==> src/rtl/cpu_pkg.sv <==
// Shared definitions for the program loader and its instruction memory.
// Loader FSM states, default memory geometry and the length-byte encoding.
package cpu_pkg;

  localparam int DEF_ADDR_W = 8;
  localparam int DEF_DATA_W = 8;

  // A length byte equal to this value means "fill the whole memory".
  localparam int LEN_ZERO_MEANS_FULL = 0;

  typedef enum logic [2:0] {
    IDLE = 3'd0,
    LEN  = 3'd1,
    DATA = 3'd2,
    CHK  = 3'd3,
    RUN  = 3'd4,
    ERR  = 3'd5
  } state_t;

endpackage

==> src/rtl/prog_loader_mem_imem.sv <==
// Instruction memory: one synchronous write port, one asynchronous read port.
// The contents have no reset, so a program survives a loader reset.
module imem #(
  parameter int ADDR_W = 8,
  parameter int DATA_W = 8
) (
  input  logic              clk,
  input  logic              we,
  input  logic [ADDR_W-1:0] waddr,
  input  logic [DATA_W-1:0] wdata,
  input  logic [ADDR_W-1:0] raddr,
  output logic [DATA_W-1:0] rdata
);

  logic [DATA_W-1:0] mem [2**ADDR_W];

  // Store the byte on the write edge; a same-cycle fetch still sees the old value.
  always_ff @(posedge clk) begin
    if (we) mem[waddr] <= wdata;
  end

  assign rdata = mem[raddr];

endmodule

==> src/rtl/prog_loader_mem.sv <==
// Program loader in front of an instruction memory. A length byte and N data
// bytes are streamed in, written from address 0, then the CPU is released.
// Optional feature: define PROG_CHECKSUM_EN to require a trailing checksum
// byte making the modulo-256 sum of length, data and checksum equal zero.
module prog_loader_mem
  import cpu_pkg::*;
#(
  parameter int ADDR_W = DEF_ADDR_W,
  parameter int DATA_W = DEF_DATA_W
) (
  input  logic              clk,
  input  logic              reset,
  input  logic              load_start,
  input  logic              run_start,
  input  logic [DATA_W-1:0] rx_data,
  input  logic              rx_valid,
  output logic              rx_ready,
  input  logic [ADDR_W-1:0] pc,
  output logic [DATA_W-1:0] instr,
  output logic              cpu_reset,
  output logic              busy,
  output logic              load_done,
  output logic              load_err
);

  // The count needs one extra bit so that a full-memory load is representable.
  localparam int CNT_W = ADDR_W + 1;
  localparam logic [CNT_W-1:0] FULL_LEN = CNT_W'(2**ADDR_W);

  state_t            state;
  state_t            next_state;
  logic [ADDR_W-1:0] addr;
  logic [CNT_W-1:0]  count;
  logic [CNT_W-1:0]  len;
  logic [CNT_W-1:0]  count_inc;
  logic              xfer;
  logic              we;
  logic              last_byte;

  assign xfer      = rx_valid & rx_ready;
  assign we        = (state == DATA) & xfer & ~load_start;
  assign count_inc = count + CNT_W'(1);
  assign last_byte = (count_inc == len);
  assign busy      = rx_ready;

`ifdef PROG_CHECKSUM_EN
  logic [7:0] checksum;
  logic [7:0] sum_next;
  assign sum_next = checksum + 8'(rx_data);
`endif

  // Next-state decision; a load request overrides everything else.
  always_comb begin
    next_state = state;
    if (load_start) begin
      next_state = LEN;
    end else begin
      case (state)
        IDLE: if (run_start) next_state = RUN;
        LEN:  if (xfer) next_state = DATA;
        DATA: begin
          if (xfer && last_byte) begin
`ifdef PROG_CHECKSUM_EN
            next_state = CHK;
`else
            next_state = RUN;
`endif
          end
        end
`ifdef PROG_CHECKSUM_EN
        CHK:  if (xfer) next_state = (sum_next == 8'h00) ? RUN : ERR;
`endif
        default: next_state = state;
      endcase
    end
  end

  // State register, outputs decoded from the next state, and the write pointer.
  always_ff @(posedge clk) begin
    if (reset) begin
      state     <= IDLE;
      cpu_reset <= 1'b1;
      rx_ready  <= 1'b0;
      load_done <= 1'b0;
      addr      <= '0;
      count     <= '0;
      len       <= '0;
    end else begin
      state     <= next_state;
      cpu_reset <= (next_state != RUN);
      rx_ready  <= (next_state == LEN) || (next_state == DATA) || (next_state == CHK);
      load_done <= (next_state == RUN) && ((state == DATA) || (state == CHK));
      if ((state == LEN) && xfer && !load_start) begin
        addr  <= '0;
        count <= '0;
        len   <= (rx_data == DATA_W'(LEN_ZERO_MEANS_FULL)) ? FULL_LEN : CNT_W'(rx_data);
      end else if (we) begin
        addr  <= addr + ADDR_W'(1);
        count <= count_inc;
      end
    end
  end

`ifdef PROG_CHECKSUM_EN
  // Running sum over the length, data and checksum bytes, plus the sticky error flag.
  always_ff @(posedge clk) begin
    if (reset) begin
      checksum <= 8'h00;
      load_err <= 1'b0;
    end else if (load_start) begin
      checksum <= 8'h00;
      load_err <= 1'b0;
    end else if (xfer) begin
      case (state)
        LEN:     checksum <= 8'(rx_data);
        DATA:    checksum <= sum_next;
        CHK: begin
          checksum <= sum_next;
          if (sum_next != 8'h00) load_err <= 1'b1;
        end
        default: checksum <= checksum;
      endcase
    end
  end
`else
  assign load_err = 1'b0;
`endif

  imem #(
    .ADDR_W(ADDR_W),
    .DATA_W(DATA_W)
  ) u_imem (
    .clk  (clk),
    .we   (we),
    .waddr(addr),
    .wdata(rx_data),
    .raddr(pc),
    .rdata(instr)
  );

endmodule

==> config.mk <==
export PLATFORM = sky130hd
export DESIGN_NAME = prog_loader_mem
export DESIGN_NICKNAME = d
export VERILOG_FILES = /design/src/rtl/cpu_pkg.sv /design/src/rtl/prog_loader_mem_imem.sv /design/src/rtl/prog_loader_mem.sv
export SDC_FILE = /design/constraint.sdc
export NUM_CORES = 2
export LEC_CHECK = 0
export ABC_CLOCK_PERIOD_IN_PS = 3310
export BUFFER_PORTS_ARGS = -buffer_cell sky130_fd_sc_hd__buf_4
export CORE_AREA = 10 10 414 416
export DETAILED_ROUTE_END_ITERATION = 16
export DIE_AREA = 0 0 424 426
export GPL_ROUTABILITY_DRIVEN = 0
export MAX_ROUTING_LAYER = met4
export SLEW_MARGIN = 10
export SYNTH_ARGS = -nofsm -noshare
export SYNTH_HDL_FRONTEND = slang
export SYNTH_HIERARCHICAL = 1
export SYNTH_SLANG_ARGS = --single-unit
==> constraint.sdc <==
create_clock -name clk -period 3.31 [get_ports clk]
set_input_delay 0.1655 -clock clk [delete_from_list [all_inputs] [get_ports clk]]
set_output_delay 0.1655 -clock clk [all_outputs]
set_load 0.03 [all_outputs]
==> results.py <==
metrics = {
    "placement": {
        "dp_hpwl_um": 131000,
        "dp_slack_ps": -522,
        "place_area_um2": 87800,
        "dpl.cell_count": 6454,
        "io_buffers": 32,
    },
    "timing": {
        "timing.final.setup_violations": 1,
        "rsz0062_at_grt": "true",
        "hold_ws_ps": 214,
        "fmax_mhz": 299,
        "hold_violations": 0,
        "tightest_slew_ps": 925,
        "skew_ps": 35.8,
        "finalCritPeriodShare_pct": 101,
        "max_slew_margin_pct": 38.2,
        "min_period_ps": 3350,
        "fin_ws_ps": -35.7,
        "slew_violations": 0,
    },
    "outcome": {
        "status": "finished with violations",
        "violations": "setup timing",
    },
    "cells_and_area": {
        "regArea_um2": 62100,
        "fillers": 11972,
        "drive_above_1_share_pct": 31.1,
        "multi_input_area_um2": 18000,
        "design_area_um2": 95000,
        "finalNetCount": 4521,
        "areaGrowthSynthToFinish_pct": 17.3,
        "stdcell_count": 6845,
    },
    "route": {
        "first_pass_iters": 6,
        "wl_um": 204000,
        "ant_nets": 0,
        "drt-initial-drc-count": 4860,
        "vias": 41829,
        "routedWlPerCell_um": 29.9,
        "route.detailed.drc": 0,
        "vias_per_cell": 6.11,
    },
    "yosys": {
        "synth_compound_area_share_pct": 3.58,
        "synth_seq_cells": 2080,
        "ys_types": 76,
        "synth_mux_area_share_pct": 14.4,
        "synth_nets": 3927,
        "syn_area_um2": 81000,
        "yosys.area_share.xor_xnor_pct": 0.249,
        "synth_top_family_by_area": "multiplexers",
        "ys.flop_type": "edfxtp_1",
        "synthSimpleGateAreaFrac_pct": 3.10,
        "yosys_warnings": 6,
        "synth_cells": 3904,
        "ys_async_sr_fraction_pct": 0,
        "ys_seq_area_share_pct": 76.7,
        "synth_edf_count": 2048,
        "avgSynthCellArea_um2": 20.8,
        "synth-adder-area-share_pct": 0.0309,
    },
    "grt": {
        "antenna_found_initial": 3,
        "grt_max_degree": 111,
        "globalRoute.totalOverflow": 0,
        "gr-usage-all-layers_pct": 23.3,
        "grt_pass1_vias": 41809,
        "grt_pass1_wl_um": 299000,
    },
    "clocking": {
        "clock_path_buffers": 3,
        "clkTransAtPathRegs_ps": 60,
        "clock-sinks": 2080,
        "cts_max_level": 4,
        "insertion_delay_ps": 840,
        "cts_tree": "done",
        "cts_root_buf": "clkbuf_16",
        "cts-buffers-inserted": 204,
        "cts_setup_buffers": 0,
    },
    "worst_setup_path": {
        "worst-endpoint-arrival_ps": 3180,
        "crit_fanout": 1,
        "crit_type": "flop to primary output",
        "crit_required_ps": 3140,
        "cpPeakStageDelay_ps": 510,
        "startpoint_type": "flop",
        "cp_cell_sequence": "mux4_2, mux4_2, nor2b_4, nor4_4, buf_4, nor4_4, buf_6",
        "end_kind": "primary output",
        "cp_slowest_cell": "mux4_2",
        "crit_family": "multiplexers",
        "worst-path-buf-inv": 2,
    },
    "power_and_ir_drop": {
        "vdd_ir_drop_max_v": 0.000631,
        "p_leak_uw": 0.0306,
        "power.density_nw_per_um2": 575,
        "total_power_uw": 54600,
    },
    "die": {
        "die_y_um": 426,
        "coreArea_um2": 163000,
        "die_w_um": 424,
        "placementRows": 148,
        "die_area_um2": 181000,
        "io_pins": 34,
        "start_util_pct": 49.8,
    },
    "worst_hold_path": {
        "hold_path.class": "input pin to flop",
    },
    "run": {
        "cap_viol_max_count": 0,
    },
}
power by group:
part           switching [uW]  internal, uW
Combinational            1770          1160
Clock                    9790         13000
Sequential               3.95         28900
worst register-to-register path, delay by kind of cell, from the launching register on:
family                 cells  cell delay (ps)
DFF                        1              400
buffers and inverters      3              820
and+or+nand+nor            4             1500
metal layers:
layer  up-vias  global-route usage [%]  wire length, um
met5         -                       -                0
met4         0                    6.91             6150
met3       348                    3.69            15100
met2      1672                    35.8            98800
met1     22295                    32.4            84200
li1      17514                       -                -
synth_stat cells, types with 11 or more instances:
cell type  instances  share of area, %
edfxtp_1        2048                76
mux4_2           454                13
nor2_1           306               1.4
mux2i_1          142               1.8
a22oi_1          134               1.2
clkbuf_1         112              0.52
a21oi_1          105              0.65
o221ai_1          46              0.50
nand2_1           42              0.19
nand3_1           37              0.23
buf_2             36              0.22
nor2b_1           33              0.25
dfxtp_1           32              0.79
buf_4             29              0.27
nor3_1            29              0.18
o22ai_1           29              0.22
nor4_1            27              0.21
buf_1             22              0.10
buf_6             22              0.31
a211oi_1          17              0.16
nand4_1           15              0.12
a221oi_1          13              0.14
buf_8             13              0.24
o21ai_0           13             0.080
xor2_1            12              0.13
o211ai_1          11              0.10
xnor2_1           11              0.12
state kept, by name (all words and copies together), names as in the netlist:
signal / count
u_imem/mem: 2048
count: 9
len: 9
addr: 8
state: 3
busy: 1
cpu_reset: 1
load_done: 1
final timing paths:
kind                            slack, ps  cells after the start         startpoint                end
worst max register to register        290                      7               busy  u_imem/mem[64][0]
worst max-delay path                  -40                      7  u_imem/mem[64][7]           instr[7]
worst min register to register        500                      2           count[1]           count[1]
worst min-delay path                  210                      3              reset             len[5]
layout make-up:
class	count	share of cell area, %
timing repair buffer	631	5.90
antenna	3	0.00790
multi-input combinational	1575	18.9
clock inverter	125	1.23
inverter	6	0.0290
sequential	2080	65.4
tap	2175	2.86
clock buffer	250	5.67
cell families (layout without fill, tap and decap cells):
group,after synthesis,count (layout)
fa+ha+maj,2,2
flops,2080,2080
mux,599,599
xor+xnor,23,23
buf+inv,249,1012
compound gates,410,410
simple gates,540,540
other cells,1,4
cells in the final DEF, fill, tap and decap left out, drive strengths merged, types with 5 or more instances in the layout:
cell	synthesis	layout
o221ai	47	47
a21oi	105	105
mux4	456	456
a22o	8	8
nor2	310	310
nor4	30	30
clkbuf	112	250
o32ai	5	5
nand4	16	16
inv	5	13
a211oi	17	17
buf	131	616
bufinv	0	18
dlygate4sd3	0	15
o22a	5	5
a2111oi	6	6
xor2	12	12
and2	6	6
dfxtp	32	32
nor2b	33	33
o22ai	29	29
a221oi	14	14
edfxtp	2048	2048
nand2b	9	9
o211ai	11	11
a22oi	134	134
nor3	30	30
nand3	38	38
clkinv	1	93
nand2	42	42
o21ai	15	15
clkinvlp	0	7
mux2i	142	142
xnor2	11	11
through the flow:
| step | setup TNS, ps | util [%] |
|---|---|---|
| 5_1_grt | -351 | 58.4 |
| 2_1_floorplan | 0 | - |
| 3_3_place_gp | -1320 | 54.0 |
| 4_1_cts | -652 | 58.3 |
| 3_5_place_dp | -1260 | 54.0 |
| 6_report | -35.7 | 58.4 |
what timing repair did:
item                                    4_1_cts  5_1_grt
hold buffers                                 15        0
pin swaps                                    14       14
resized for setup                            63       36
hold endpoints to repair                    756        0
endpoints found under the setup margin        8        7
(Power assumes the default switching activity.)
